## src/rtl/jtag_dbg_responder_pkg.sv

```systemverilog
// Shared opcodes, FSM encoding and status-bit indices for the LM32 JTAG debug responder.
// The S_RXB state only exists when JTAG_UART_EN is defined.
package jtag_dbg_responder_pkg;

  localparam logic [3:0] OP_NOP        = 4'h0;
  localparam logic [3:0] OP_READ       = 4'h1;
  localparam logic [3:0] OP_WRITE      = 4'h2;
  localparam logic [3:0] OP_READ_NEXT  = 4'h3;
  localparam logic [3:0] OP_WRITE_NEXT = 4'h4;
  localparam logic [3:0] OP_RX         = 4'h5;
  localparam logic [3:0] OP_BREAK      = 4'h6;
  localparam logic [3:0] OP_POP        = 4'h7;
  localparam logic [3:0] OP_CLR        = 4'h8;

  localparam int ST_ERR  = 2;
  localparam int ST_BUSY = 1;
  localparam int ST_RVLD = 0;

  typedef enum logic [2:0] {
    S_IDLE = 3'd0,
    S_ADDR = 3'd1,
    S_DATA = 3'd2,
    S_REQ  = 3'd3,
    S_RESP = 3'd4
`ifdef JTAG_UART_EN
    , S_RXB = 3'd5
`endif
  } state_t;

  // The _NEXT commands step from the word-aligned last address; the sum wraps at 2^32.
  function automatic logic [31:0] next_word_addr(input logic [31:0] addr);
    return {addr[31:2], 2'b00} + 32'd4;
  endfunction

endpackage

```

## src/rtl/jtag_dbg_responder_update_sync.sv

```systemverilog
// Two-flop synchronizer for the JTAG-domain update level, plus a one-cycle rising-edge pulse.
module jtag_update_sync (
  input  logic clk_i,
  input  logic rst_i,
  input  logic async_i,
  output logic rise_o
);

  logic meta;
  logic sync;
  logic sync_q;

  always_ff @(posedge clk_i) begin
    if (rst_i) begin
      meta   <= 1'b0;
      sync   <= 1'b0;
      sync_q <= 1'b0;
    end else begin
      meta   <= async_i;
      sync   <= meta;
      sync_q <= sync;
    end
  end

  assign rise_o = sync & ~sync_q;

endmodule

```

## src/rtl/jtag_dbg_responder.sv

```systemverilog
// CPU-side end of the LM32 JTAG debug path: decodes JTAG bytes into memory accesses and pulses.
// Optional host-to-CPU byte channel (opcode 0x5) is built only when JTAG_UART_EN is defined.
module jtag_dbg_responder
  import jtag_dbg_responder_pkg::*;
#(
  parameter int ACK_TIMEOUT = 255
) (
  input  logic        clk_i,
  input  logic        rst_i,
  input  logic        reg_update,
  input  logic [7:0]  reg_q,
  input  logic [2:0]  reg_addr_q,
  output logic [7:0]  reg_d,
  output logic [2:0]  reg_addr_d,
  output logic [31:0] mem_adr_o,
  output logic [31:0] mem_dat_o,
  output logic        mem_we_o,
  output logic        mem_stb_o,
  input  logic [31:0] mem_dat_i,
  input  logic        mem_ack_i,
  output logic [7:0]  jrx_dat_o,
  output logic        jrx_vld_o,
  output logic        break_o
);

  localparam int TW = (ACK_TIMEOUT < 2) ? 1 : $clog2(ACK_TIMEOUT);
  localparam logic [TW-1:0] TMR_LAST = TW'(ACK_TIMEOUT - 1);

  state_t state, state_d;

  logic        upd_rise;
  logic        byte_ok;
  logic [3:0]  opcode;

  logic [31:0] addr_r;
  logic [31:0] data_r;
  logic [31:0] rbuf;
  logic        we_r;
  logic        err_r;
  logic        rvld_r;
  logic [1:0]  pop_cnt;
  logic [1:0]  bcnt;
  logic [TW-1:0] tmr;
  logic        brk_r;

  logic addr_shift, addr_next, data_shift, cnt_clr, tmr_clr;
  logic set_we, clr_we, rd_load, pop, clr, set_err, brk;
`ifdef JTAG_UART_EN
  logic       rx_emit;
  logic [7:0] jrx_dat_r;
  logic       jrx_vld_r;
`endif

  jtag_update_sync u_update_sync (
    .clk_i  (clk_i),
    .rst_i  (rst_i),
    .async_i(reg_update),
    .rise_o (upd_rise)
  );

  assign byte_ok = upd_rise & (reg_addr_q == 3'd0);
  assign opcode  = reg_q[7:4];

  always_ff @(posedge clk_i) begin
    if (rst_i) state <= S_IDLE;
    else       state <= state_d;
  end

  always_comb begin
    state_d    = state;
    addr_shift = 1'b0;
    addr_next  = 1'b0;
    data_shift = 1'b0;
    cnt_clr    = 1'b0;
    tmr_clr    = 1'b0;
    set_we     = 1'b0;
    clr_we     = 1'b0;
    rd_load    = 1'b0;
    pop        = 1'b0;
    clr        = 1'b0;
    set_err    = 1'b0;
    brk        = 1'b0;
`ifdef JTAG_UART_EN
    rx_emit    = 1'b0;
`endif
    case (state)
      S_IDLE: begin
        if (byte_ok) begin
          case (opcode)
            OP_READ:       begin state_d = S_ADDR; cnt_clr = 1'b1; clr_we = 1'b1; end
            OP_WRITE:      begin state_d = S_ADDR; cnt_clr = 1'b1; set_we = 1'b1; end
            OP_READ_NEXT:  begin state_d = S_REQ;  addr_next = 1'b1; clr_we = 1'b1; tmr_clr = 1'b1; end
            OP_WRITE_NEXT: begin state_d = S_DATA; addr_next = 1'b1; set_we = 1'b1; cnt_clr = 1'b1; end
`ifdef JTAG_UART_EN
            OP_RX:         state_d = S_RXB;
`endif
            OP_BREAK:      brk = 1'b1;
            OP_POP:        pop = 1'b1;
            OP_CLR:        clr = 1'b1;
            default:       ;
          endcase
        end
      end
      S_ADDR: begin
        if (byte_ok) begin
          addr_shift = 1'b1;
          if (bcnt == 2'd3) begin
            if (we_r) begin
              state_d = S_DATA;
            end else begin
              state_d = S_REQ;
              tmr_clr = 1'b1;
            end
          end
        end
      end
      S_DATA: begin
        if (byte_ok) begin
          data_shift = 1'b1;
          if (bcnt == 2'd3) begin
            state_d = S_REQ;
            tmr_clr = 1'b1;
          end
        end
      end
`ifdef JTAG_UART_EN
      S_RXB: begin
        if (byte_ok) begin
          rx_emit = 1'b1;
          state_d = S_IDLE;
        end
      end
`endif
      S_REQ: begin
        // Ack wins over a timeout landing on the same cycle; stray bytes here are lost.
        if (byte_ok) set_err = 1'b1;
        if (mem_ack_i) begin
          state_d = S_IDLE;
          rd_load = ~we_r;
        end else if (tmr == TMR_LAST) begin
          state_d = S_IDLE;
          set_err = 1'b1;
        end
      end
      // Read completion loads the buffer straight from REQ, so RESP is only a safe exit.
      S_RESP:  state_d = S_IDLE;
      default: state_d = S_IDLE;
    endcase
  end

  always_ff @(posedge clk_i) begin
    if (rst_i) begin
      addr_r  <= '0;
      data_r  <= '0;
      rbuf    <= '0;
      we_r    <= 1'b0;
      err_r   <= 1'b0;
      rvld_r  <= 1'b0;
      pop_cnt <= '0;
      bcnt    <= '0;
      tmr     <= '0;
      brk_r   <= 1'b0;
    end else begin
      brk_r <= brk;

      if (addr_shift)     addr_r <= {addr_r[23:0], reg_q};
      else if (addr_next) addr_r <= next_word_addr(addr_r);

      if (data_shift) data_r <= {data_r[23:0], reg_q};

      if (set_we)      we_r <= 1'b1;
      else if (clr_we) we_r <= 1'b0;

      if (cnt_clr)                       bcnt <= '0;
      else if (addr_shift || data_shift) bcnt <= bcnt + 2'd1;

      if (tmr_clr)             tmr <= '0;
      else if (state == S_REQ) tmr <= tmr + TW'(1);

      if (set_err)  err_r <= 1'b1;
      else if (clr) err_r <= 1'b0;

      if (clr) begin
        rbuf    <= '0;
        rvld_r  <= 1'b0;
        pop_cnt <= '0;
      end else if (rd_load) begin
        rbuf    <= mem_dat_i;
        rvld_r  <= 1'b1;
        pop_cnt <= '0;
      end else if (pop && rvld_r) begin
        rbuf    <= {rbuf[23:0], 8'h00};
        pop_cnt <= pop_cnt + 2'd1;
        if (pop_cnt == 2'd3) rvld_r <= 1'b0;
      end
    end
  end

`ifdef JTAG_UART_EN
  always_ff @(posedge clk_i) begin
    if (rst_i) begin
      jrx_dat_r <= '0;
      jrx_vld_r <= 1'b0;
    end else begin
      jrx_vld_r <= rx_emit;
      if (rx_emit) jrx_dat_r <= reg_q;
    end
  end

  assign jrx_dat_o = jrx_dat_r;
  assign jrx_vld_o = jrx_vld_r;
`else
  assign jrx_dat_o = 8'h00;
  assign jrx_vld_o = 1'b0;
`endif

  assign mem_stb_o  = (state == S_REQ);
  assign mem_we_o   = we_r & mem_stb_o;
  assign mem_adr_o  = {addr_r[31:2], 2'b00};
  assign mem_dat_o  = data_r;
  assign reg_d      = rbuf[31:24];
  assign break_o    = brk_r;

  assign reg_addr_d[ST_ERR]  = err_r;
  assign reg_addr_d[ST_BUSY] = (state != S_IDLE);
  assign reg_addr_d[ST_RVLD] = rvld_r;

endmodule
```

## config.mk

```make
export PLATFORM = sky130hd
export DESIGN_NAME = jtag_dbg_responder
export DESIGN_NICKNAME = d
export VERILOG_FILES = /design/src/rtl/jtag_dbg_responder_pkg.sv /design/src/rtl/jtag_dbg_responder_update_sync.sv /design/src/rtl/jtag_dbg_responder.sv
export SDC_FILE = /design/constraint.sdc
export NUM_CORES = 1
export LEC_CHECK = 0
export CORE_AREA = 10 10 129 131
export CTS_BUF_LIST = sky130_fd_sc_hd__clkbuf_16
export DETAILED_ROUTE_END_ITERATION = 7
export DIE_AREA = 0 0 139 141
export PLACE_DENSITY = 0.69
export SETUP_SLACK_MARGIN = 0.4
export SYNTH_ARGS = -nofsm -noshare
export SYNTH_HDL_FRONTEND = slang
export SYNTH_SLANG_ARGS = --single-unit
```

## constraint.sdc

```tcl
create_clock -name clk_i -period 3.82 [get_ports clk_i]
set_input_delay 0.382 -clock clk_i [delete_from_list [all_inputs] [get_ports clk_i]]
set_output_delay 0.382 -clock clk_i [all_outputs]
set_load 0.02 [all_outputs]
```

==> summary.md, run 1 <==
| Metric | Value |
|---|---|
| Critical-path top delay cell | clkdlybuf4s50_1 |
| Min Tclk post-route | 2.645 ns |
| Core Rows | 44 |
| PD cells | 413.6 nW/um2 |
| Avg Cell Area, Syn | 8.009 um2 |
| Worst-path clk slew | 0.06 ns |
| Die Wd | 139 um |
| YS warnings | 0 |
| Antenna Cells | 0 |
| R2r startpoint | state[1] |
| Crit Path Class | in2reg |
| Vias per cell | 5.284 |
| Fillers | 1370 |
| CTS Root Cell | clkbuf_16 |
| Inst Count DP | 969 |
| Via Count | 5289 |
| DR pass1 iterations | 4 |
| Worst Hold End | mem_dat_o[29] |
| IO Pins | 134 |
| Initial Util | 41.61% |
| IO Port Bufs | 122 |
| Max Freq | 0.3781 GHz |
| Clock skew | 0.01037 ns |
| HP Class | reg2reg |
| FF+latch area | 2342 um2 |
| Routability congestion estimate | 0.8587 |
| Final setup fails | 0 |
| Worst-path cell chain | clkdlybuf4s50_1 > and3b_1 > o211ai_1 > nand2b_1 > buf_4 > nor3_1 > a211o_1 |
| FFs w/ async S/R, synth | 0% |
| Post-CTS resize count | 0 |
| Total track usage | 16.04% |
| GRT overflow | 0 |
| Comb power frac | 7.8% |
| CTS Hold Bufs | 0 |
| Hold WS | 0.4521 ns |
| Sequential power share | 39.8% |
| Initial antenna violation count | 0 |
| Fin area | 7505 um2 |
| Area of the core | 14200 um2 |
| Vias in the first global route | 4967 |
| CTS Buffer Depth | 2 |
| CP max stage delay | 0.71 ns |
| Share of layout cells above drive strength 1 | 6.977% |
| Worst Tran Pin Value | 0.8355 ns |
| # H-tree levels | 4 |
| Sequential element share of the synthesized area | 39.63% |
| CTS tree | built |
| Status | finished clean |
| Maximum VDD drop | 308.2 uV |
| Setup Fix Bufs, Post-CTS | 0 |
| CP max FO | 14 |
| Final Power | 0.003104 W |
| Int Power | 0.002400 W |
| Hold Path Origin | mem_dat_o[29] |
| Metal3 WL | 1.185 mm |
| Final Max Tran Viols | 0 |
| Nets | 861 |
| Path depth of the worst reg2reg path | 9 |
| Critical Path RT | 4.13 ns |
| WP buf/inv | 2 |
| Number of DRC markers in iteration 0 | 409 |
| First-pass GRT wire length | 26.16 mm |
| Non-Filler Instances | 1001 |
| CP Capture Type | flip-flop |
| Routed WL per cell | 16.17 um |
| Clk Latency, worst-skew pair | 0.42 ns |
| Largest net degree at the start of global routing | 70 |
| Delay-heaviest family, CP | buffers and inverters |
| Worst reg2reg endpoint | addr_r[18] |
| FF+latch count, synth | 117 |
| Synthesis-to-layout area growth | 26.97% |
| Post-synthesis instance total | 738 |
| Prevailing post-synth register cell | dfxtp_1 |
| Routed Wire Length | 16.19 mm |
| Worst hold path cell count | 2 |
| Sw frac | 22.66% |
| P_leak | 2.552 nW |
| WP data arrival | 2.96 ns |
| Post-synthesis cell type count | 64 |
| Die area | 19600 um2 |
| Mapped Area | 5911 um2 |
| Sw power | 0.0007033 W |
| CP startpoint kind | input port |
| Top routing layer in use | met4 |
| Slack of the worst reg-to-reg path | 1.26 ns |
| # Max-Cap Violations | 0 |
| DR WL met2 | 7.155 mm |
| Post-synth EDFFs | 0 |
| Cts bufs inserted | 17 |
| Worst slew margin | 43.93% |
| DRC | 0 |
| DRT met1 WL | 7.510 mm |
| Dpl cell area | 6908 um2 |
| Die Span Y | 141 um |
| DP Wirelength | 10.94 mm |
| Final hold violation count | 0 |
| Clock sinks | 117 |
| Fin Setup TNS | 0 ns |
| RSZ-0062 raised after global routing | false |
| Clock power frac | 52.4% |
| Post-route ant nets | 0 |
| Area of the multi-input gates | 2954 um2 |
| Part of the cycle the worst path needs | 69.24% |
## power groups by stage
stage                     clock network (W)  logic (W)  registers (W)
after floorplan                           0   0.000157        0.00126
after global placement                    0   0.000239        0.00126
after detailed placement                  0   0.000239        0.00126
after CTS                           0.00165   0.000241        0.00124
after global routing                0.00171   0.000263        0.00124
final                               0.00162   0.000243        0.00124
## worst register-to-register path, delay by kind of cell (launching register included)
kind,cells,cell delay (ns)
flops,1,0.38
fa+ha+maj,1,0.18
compound gates,2,0.42
simple gates,3,0.93
buf+inv,3,0.61
## flip-flops by register name, summed over array words and instances (netlist names)
| register | count |
|---|---|
| bcnt | 2 |
| tmr | 8 |
| pop_cnt | 2 |
| rvld_r | 1 |
| we_r | 1 |
| rbuf | 32 |
| mem_dat_o | 32 |
| break_o | 1 |
| addr_r | 32 |
| u_update_sync.meta | 1 |
| err_r | 1 |
| state | 2 |
| u_update_sync.sync | 1 |
| u_update_sync.sync_q | 1 |
## routing by layer
metal,track usage (%),vias to the layer above
met2,23.68,175
met5,0,-
met3,5.845,28
met1,20.50,2429
li1,-,2657
met4,7.029,0
## logic make-up after synthesis
family / after synthesis / synth area share [%]
simple gates: 302 / 24.20
compound gates: 165 / 18.69
flops: 117 / 39.63
buf+inv: 115 / 11.11
xor+xnor: 26 / 3.853
fa+ha+maj: 10 / 2.117
mux: 2 / 0.3387
other cells: 1 / 0.06344
## layout by cell type (no fill, tap or decap), drive strengths merged, types with 3 or more instances in the layout
cell type and count:
nand2 151, clkdlybuf4s50 121, dfxtp 117, nor2 58
a21oi 53, a311oi 26, nand3 23, o21ai 20
inv 19, a22oi 17, o22ai 17, clkbuf 17
buf 15, xor2 14, nand4 13, xnor2 12
nor3 11, conb 11, ha 10, and3 10
or3 7, clkinv 7, nor2b 5, a31oi 5
nor4 5, nor4b 4, bufinv 4, and2 4
or2 3, o211ai 3, o31ai 3, o41ai 3
## how the worst max path moves through the flow
stage                         from          to  cells past startpoint
after detailed placement  reg_q[6]  addr_r[18]                      7
final                     reg_q[6]  addr_r[18]                      7
after floorplan           state[0]  addr_r[21]                      9
after global placement    reg_q[6]  addr_r[18]                      7
after global routing      state[1]  addr_r[18]                      9
after CTS                 reg_q[6]  addr_r[18]                      7
## final cells by class
cell class,instances,share of cell area (%)
clock buffer,17,5.669
clock inverter,15,2.284
inverter,16,0.8003
multi-input combinational,516,39.36
sequential,117,31.21
tap,184,3.068
timing repair buffer,136,17.61
## metrics by stage
step / worst slack (ns) / utilization (%)
final: 1.175 / 52.84
after global routing: 0.9781 / 52.84
after CTS: 1.206 / 52.84
after detailed placement: 0.7676 / 48.63
after global placement: 0.8336 / 48.63
after floorplan: 1.915 / -
## cell usage after synthesis, drive strengths merged (2+ instances only)
master | n | area share (%)
nand2 | 151 | 9.6
dfxtp | 117 | 40
buf | 68 | 8.0
nor2 | 58 | 3.8
a21oi | 53 | 4.5
clkbuf | 30 | 1.9
a311oi | 26 | 3.9
nand3 | 23 | 1.9
o21ai | 20 | 1.7
a22oi | 17 | 2.2
o22ai | 17 | 1.8
inv | 16 | 1.0
xor2 | 14 | 2.1
nand4 | 13 | 1.9
xnor2 | 12 | 1.8
nor3 | 11 | 0.93
and3 | 10 | 1.1
ha | 10 | 2.1
or3 | 7 | 0.74
a31oi | 5 | 0.53
nor2b | 5 | 0.53
nor4 | 5 | 1.0
and2 | 4 | 0.44
nor4b | 4 | 0.59
o211ai | 3 | 0.38
o31ai | 3 | 0.38
o41ai | 3 | 0.76
or2 | 3 | 0.32
a211o | 2 | 0.30
a21o | 2 | 0.25
a221oi | 2 | 0.30
and4 | 2 | 0.32
mux2i | 2 | 0.34
nor3b | 2 | 0.34
o2111ai | 2 | 0.30
Power figures use the tool's default switching activity.
==> inputs of run 2 (changes only) <==
Clock period 3.82 ns to 2.48 ns, I/O delays scaled along.
==> run 2 against run 1 <==
Net effect:
- sequential power rose by 54%
- cell area rose by 2.4%
- critical endpoint is now addr_r[13]
- wire length fell by 0.61%
- largest cell class unchanged
==> summary.md, run 2 (synthesis gave the netlist of run 1 again) <==
| Metric | Value |
|---|---|
| Sequential power share | 40.6% (was 39.8%) |
| Routed WL per cell | 15.88 um (was 16.17 um) |
| Area of the core | 14200 um2 (unchanged) |
| Antenna Cells | 0 (unchanged) |
| Fin Setup TNS | 0 ns (unchanged) |
| IO Port Bufs | 122 (unchanged) |
| Sw power | 0.001075 W (was 0.0007033 W) |
| Path depth of the worst reg2reg path | 7 (was 9) |
| First-pass GRT wire length | 25.82 mm (was 26.16 mm) |
| Worst slew margin | 48.91% (was 43.93%) |
| Status | finished clean (unchanged) |
| IO Pins | 134 (unchanged) |
| CP Launch Point | state[1] (was reg_q[6]) |
| CTS Root Cell | clkbuf_16 (unchanged) |
| Max Freq | 0.4972 GHz |
| Clock power frac | 50.6% (was 52.4%) |
| Crit path to | addr_r[13] (was addr_r[18]) |
| Min Tclk post-route | 2.011 ns |
| Clock skew | 0.009041 ns (was 0.01037 ns) |
| DRC | 0 (unchanged) |
| Routed Wire Length | 16.09 mm (was 16.19 mm) |
| CTS Hold Bufs | 0 (unchanged) |
| DP Wirelength | 11.03 mm (was 10.94 mm) |
| Worst-path clk slew | 0.05 ns (was 0.06 ns) |
| Routability congestion estimate | 0.8731 (was 0.8587) |
| Initial antenna violation count | 0 (unchanged) |
| Core Rows | 44 (unchanged) |
| Final hold violation count | 0 (unchanged) |
| Final Power | 0.004697 W (was 0.003104 W) |
| Clock sinks | 117 (unchanged) |
| GRT overflow | 0 (unchanged) |
| Total track usage | 15.77% (was 16.04%) |
| Die area | 19600 um2 (unchanged) |
| WP buf/inv | 2 (unchanged) |
| CP max FO | 6 (was 14) |
| Number of DRC markers in iteration 0 | 465 (was 409) |
| CTS Buffer Depth | 2 (unchanged) |
| Die Wd | 139 um (unchanged) |
| Sw frac | 22.88% (was 22.66%) |
| Critical-path top delay cell | or4b_1 (was clkdlybuf4s50_1) |
| Vias per cell | 5.253 (was 5.284) |
| DR pass1 iterations | 5 (was 4) |
| Die Span Y | 141 um (unchanged) |
| HP Class | in2reg (was reg2reg) |
| Initial Util | 41.61% (unchanged) |
| Vias in the first global route | 4997 (was 4967) |
| Comb power frac | 8.7% (was 7.8%) |
| Most frequent cells in the layout | 149 x nand2_1, 119 x clkdlybuf4s50_1, 114 x dfxtp_1 (was 150 x nand2_1, 121 x clkdlybuf4s50_1, 117 x dfxtp_1) |
| Critical Path RT | 2.82 ns (was 4.13 ns) |
| Non-Filler Instances | 1013 (was 1001) |
| Via Count | 5321 (was 5289) |
| Final Util | 54.09% (was 52.84%) |
| Part of the cycle the worst path needs | 81.10% |
| Final setup fails | 0 (unchanged) |
| Largest net degree at the start of global routing | 70 (unchanged) |
| Worst-path cell chain | inv_1 > ha_1 > nor4b_2 > o211ai_1 > buf_4 > or4b_1 > a31oi_1 (was clkdlybuf4s50_1 > and3b_1 > o211ai_1 > nand2b_1 > buf_4 > nor3_1 > a211o_1) |
| CTS tree | built (unchanged) |
| CP max stage delay | 0.51 ns (was 0.71 ns) |
| # H-tree levels | 4 (unchanged) |
| Inst Count DP | 982 (was 969) |
| Synthesis-to-layout area growth | 29.97% (was 26.97%) |
| Nets | 875 (was 861) |
| Post-route ant nets | 0 (unchanged) |
| CP Capture Type | flip-flop (unchanged) |
| Share of layout cells above drive strength 1 | 10.49% (was 6.977%) |
| R2r startpoint | state[1] (unchanged) |
| Maximum VDD drop | 409.6 uV (was 308.2 uV) |
| Crit Path Class | reg2reg (was in2reg) |
| PD cells | 611.4 nW/um2 (was 413.6 nW/um2) |
| CP startpoint kind | flip-flop (was input port) |
| WP data arrival | 2.35 ns (was 2.96 ns) |
| P_leak | 2.656 nW (was 2.552 nW) |
| Slack of the worst reg-to-reg path | 0.47 ns (was 1.26 ns) |
| Number of cells on the critical path | 7 (unchanged) |
| Worst reg2reg endpoint | addr_r[13] (was addr_r[18]) |
| RSZ-0062 raised after global routing | true (was false) |
| Int Power | 0.003622 W (was 0.002400 W) |
| Delay-heaviest family, CP | simple AND/OR/NAND/NOR gates (was buffers and inverters) |
| Worst Tran Pin Value | 0.7664 ns (was 0.8355 ns) |
| Cts bufs inserted | 17 (unchanged) |
| Final Max Tran Viols | 0 (unchanged) |
| Commonest non-fill, non-tap cell in the layout | nand2_1 (unchanged) |
| Clk Latency, worst-skew pair | 0.42 ns (about the same) |
| # Max-Cap Violations | 0 (unchanged) |
-- run 2: layout make-up --
class	instances	area, um2
fillers	1378	6521
multi-input cells	516	3014
flip-flops and latches	117	2346
repair buffers	150	1465
clock buffers	17	425.4
well taps	184	230.2
clock inverters	13	141.4
inverters	16	60.06
-- run 2: worst reg2reg max path, delay by kind of cell, from the launching register on --
family,cells,cell delay (ns)
and+or+nand+nor,2,0.73
DFF,1,0.36
AOI/OAI and AO/OA,2,0.32
buffers and inverters,2,0.30
adders and majority gates,1,0.22
-- run 2: per-stage QoR --
step / worst slack, ns / hold WS [ns] / cell area [um2]
after detailed placement: 0.2036 / 0.4480 / 7043
after floorplan: 0.5754 / 0.3762 / 5948
after CTS: 0.3470 / 0.3682 / 7621
after global routing: 0.3450 / 0.3955 / 7682
final: 0.4688 / 0.3759 / 7682
after global placement: 0.1630 / 0.4422 / 7043
-- run 2: how the worst min path moves through the flow --
stage / cells past startpoint / to / start / slack [ns]
5_1_grt: 3 / rbuf[7] / mem_dat_i[7] / 0.40
3_5_place_dp: 2 / mem_dat_o[28] / mem_dat_o[28] / 0.45
4_1_cts: 4 / addr_r[10] / rst_i / 0.37
3_3_place_gp: 2 / mem_dat_o[28] / mem_dat_o[28] / 0.44
6_report: 4 / addr_r[10] / rst_i / 0.38
2_1_floorplan: 1 / u_update_sync.meta / reg_update / 0.38
-- run 2: per-layer routing --
metal / track usage (%) / share of wire [%]
met5: 0 / 0
met1: 20.63 / 46
met3: 5.509 / 7.6
met4: 6.700 / 1.2
met2: 22.98 / 45
-- run 2: power groups by stage --
stage / combinational [W] / sequential [W] / clock, W
final: 0.000410 / 0.00191 / 0.00238
after detailed placement: 0.000378 / 0.00194 / 0
after global placement: 0.000380 / 0.00194 / 0
after floorplan: 0.000241 / 0.00194 / 0
after global routing: 0.000444 / 0.00191 / 0.00252
after CTS: 0.000375 / 0.00191 / 0.00243
-- run 2: timing repair --
action,4_1_cts,5_1_grt
pin swaps,0,1
setup endpoints to repair,3,56
gates resized for setup,3,14
setup buffers,0,1
==> inputs of run 3 (changes only) <==
Settings changed: PLACE_DENSITY 0.69 to 0.71.
Clock period 2.48 ns to 1.63 ns, I/O delays scaled along.
==> run 3 against run 2 <==
Net effect:
- the flow now finishes with violations (setup timing)
- sequential share of layout area shrank 5.9 points
- combinational power grew to 2.8 times the previous value
- global-route usage grew 2.2 points
- clock power grew 53%
- count of clock-buffer cells in the layout is the same
- first-iteration DRC count shrank 26%
- non-clock buffer count grew 110
- cell count grew 11%
- largest cell class unchanged
==> summary.md, run 3 (synthesis gave the netlist of run 1 again) <==
| Metric | Value |
|---|---|
| Maximum VDD drop | 765.8 uV (was 409.6 uV) |
| Worst hold path cell count | 4 (unchanged) |
| Clock skew | 0.007104 ns (was 0.009041 ns) |
| Top routing layer in use | met4 (unchanged) |
| Worst-path clk slew | 0.05 ns (about the same) |
| Path depth of the worst reg2reg path | 9 (was 7) |
| Metal3 WL | 1.351 mm (was 1.230 mm) |
| DR pass1 iterations | 5 (unchanged) |
| Nets | 985 (was 875) |
| Initial Util | 41.61% (unchanged) |
| Part of the cycle the worst path needs | 118.3% (was 81.10%) |
| WP data arrival | 2.21 ns (was 2.35 ns) |
| Initial antenna violation count | 0 (unchanged) |
| Number of DRC markers in iteration 0 | 343 (was 465) |
| Critical-path top delay cell | dfxtp_4 (was or4b_1) |
| Worst Hold End | addr_r[24] (was addr_r[10]) |
| Final worst slack | -0.2982 ns (was 0.4688 ns) |
| Share of layout cells above drive strength 1 | 49.63% (was 10.49%) |
| CTS Root Cell | clkbuf_16 (unchanged) |
| DP Wirelength | 12.08 mm (was 11.03 mm) |
| CP startpoint kind | flip-flop (unchanged) |
| Die area | 19600 um2 (unchanged) |
| IO Pins | 134 (unchanged) |
| Clock sinks | 117 (unchanged) |
| Delay-heaviest family, CP | buffers and inverters (was simple AND/OR/NAND/NOR gates) |
| Critical Path RT | 1.91 ns (was 2.82 ns) |
| Final Util | 68.68% (was 54.09%) |
| P_leak | 3.673 nW (was 2.656 nW) |
| Post-route ant nets | 0 (unchanged) |
| CTS tree | built (unchanged) |
| Hold WS | 0.2159 ns (was 0.3759 ns) |
| # H-tree levels | 4 (unchanged) |
| Final Max Tran Viols | 0 (unchanged) |
| Vias per cell | 5.443 (was 5.253) |
| PD cells | 787.2 nW/um2 (was 611.4 nW/um2) |
| Clk Latency, worst-skew pair | 0.42 ns (about the same) |
| Crit Path Class | reg2reg (unchanged) |
| Most frequent cells in the layout | 104 x nand2_1, 88 x buf_4, 84 x dfxtp_1 (was 149 x nand2_1, 119 x clkdlybuf4s50_1, 114 x dfxtp_1) |
| First-pass GRT wire length | 29.26 mm (was 25.82 mm) |
| CTS Hold Bufs | 0 (unchanged) |
| Routed Wire Length | 20.52 mm (was 16.09 mm) |
| # Max-Cap Violations | 0 (unchanged) |
| Area of the multi-input gates | 3944 um2 (was 3014 um2) |
| Hold Path Origin | rst_i (unchanged) |
| Worst reg2reg endpoint | rbuf[13] (was addr_r[13]) |
| Largest net degree at the start of global routing | 70 (unchanged) |
| IO Port Bufs | 122 (unchanged) |
| GRT overflow | 0 (unchanged) |
| CTS Buffer Depth | 2 (unchanged) |
| Die Wd | 139 um (unchanged) |
| Routed WL per cell | 18.27 um (was 15.88 um) |
| Routability congestion estimate | 0.8814 (was 0.8731) |
| Antenna Cells | 0 (unchanged) |
| WP buf/inv | 5 (was 2) |
| Die Span Y | 141 um (unchanged) |
| Synthesis-to-layout area growth | 65.03% (was 29.97%) |
| Final hold violation count | 0 (unchanged) |
| DR WL met2 | 10.34 mm (was 7.219 mm) |
| DRC | 0 (unchanged) |
| FF+latch area | 2401 um2 (was 2346 um2) |
| HP Class | in2reg (unchanged) |
| CP max FO | 7 (was 6) |
| RSZ-0062 raised after global routing | true (unchanged) |
| Area of the core | 14200 um2 (unchanged) |
| Non-Filler Instances | 1123 (was 1013) |
| Total track usage | 17.93% (was 15.77%) |
| Worst-path cell chain | inv_4 > ha_4 > buf_6 > inv_4 > or3_4 > o41ai_4 > buf_6 > clkbuf_16 > a311oi_2 (was inv_1 > ha_1 > nor4b_2 > o211ai_1 > buf_4 > or4b_1 > a31oi_1) |
| Min Tclk post-route | 1.928 ns (was 2.011 ns) |
| Inst Count DP | 1055 (was 982) |
| Vias in the first global route | 5693 (was 4997) |
| Fillers | 1069 (was 1378) |
| Commonest non-fill, non-tap cell in the layout | nand2_1 (unchanged) |
| Core Rows | 44 (unchanged) |
| R2r startpoint | state[0] (was state[1]) |
| Fin Setup TNS | -15.44 ns (was 0 ns) |
| Final setup fails | 103 (was 0) |
| Via Count | 6112 (was 5321) |
| DRT met1 WL | 8.410 mm (was 7.438 mm) |
| Max Freq | 0.5186 GHz (was 0.4972 GHz) |
| CP max stage delay | 0.36 ns (was 0.51 ns) |
| Cts bufs inserted | 17 (unchanged) |
| Failing checks | setup timing |
| CP Capture Type | flip-flop (unchanged) |
| Status | complete, but fails checks (was finished clean) |
| Slack of the worst reg-to-reg path | -0.30 ns (was 0.47 ns) |
## run 3: changes by cell type in the layout (fill, tap and decap cells not counted), sizes merged, moves of 2 or more
cell / before / now
clkbuf: 17 / 28
inv: 16 / 18
clkdlybuf4s50: 119 / 45
clkdlybuf4s15: 0 / 7
buf: 29 / 197
clkinvlp: 0 / 2
clkinv: 10 / 6
## run 3: worst max-delay path by stage
stage	to	slack [ns]	depth (start not counted)	startpoint
finish	rbuf[13]	-0.30	9	state[0]
global route	rbuf[13]	-0.34	9	state[0]
CTS	addr_r[13]	-0.16	7	state[1]
detailed placement	rbuf[24]	-0.48	7	reg_addr_q[1]
global placement	addr_r[18]	-0.45	7	reg_q[6]
floorplan	rbuf[23]	-0.17	7	state[1]
## run 3: report_power, final
part,internal [W],switching (W),total (W)
Combinational,0.000589,0.000545,0.00113
Sequential,0.00287,0.0000224,0.00290
Clock,0.00235,0.00130,0.00365
Total,0.00581,0.00187,0.00768
## run 3: metal layers
metal	track usage, %	vias up
li1	-	2912
met1	21.10	2927
met2	29.88	226
met3	5.778	47
met4	6.590	0
met5	0	-
## run 3: cell type report
cell class                      instances  share of cell area (%)
Clock buffer                           17                   4.361
Clock inverter                         13                   1.449
Inverter                               16                  0.6927
Multi-Input combinational cell        516                   40.43
Sequential cell                       117                   24.62
Tap cell                              184                   2.360
Timing Repair Buffer                  260                   26.09
## run 3: stage by stage
step	worst slack, ns	area, um2	power [W]
global route	-0.3444	9754	0.007916
global placement	-0.4459	7906	0.003747
floorplan	-0.1679	6302	0.003406
finish	-0.2982	9754	0.007679
CTS	-0.1640	8981	0.007519
detailed placement	-0.4781	7906	0.003749
## run 3: what timing repair did
item	CTS	global route
setup endpoints to repair	190	149
cloned	5	10
pin swaps	43	38
resized for setup	420	165
hold endpoints to repair	0	0
setup buffers	15	8
## run 3: worst reg2reg max path: stages, from the launching register on
cell,delay (ns)
dfxtp_4,0.36
inv_4,0.06
ha_4,0.15
buf_6,0.10
inv_4,0.03
or3_4,0.35
o41ai_4,0.26
buf_6,0.25
clkbuf_16,0.18
a311oi_2,0.04
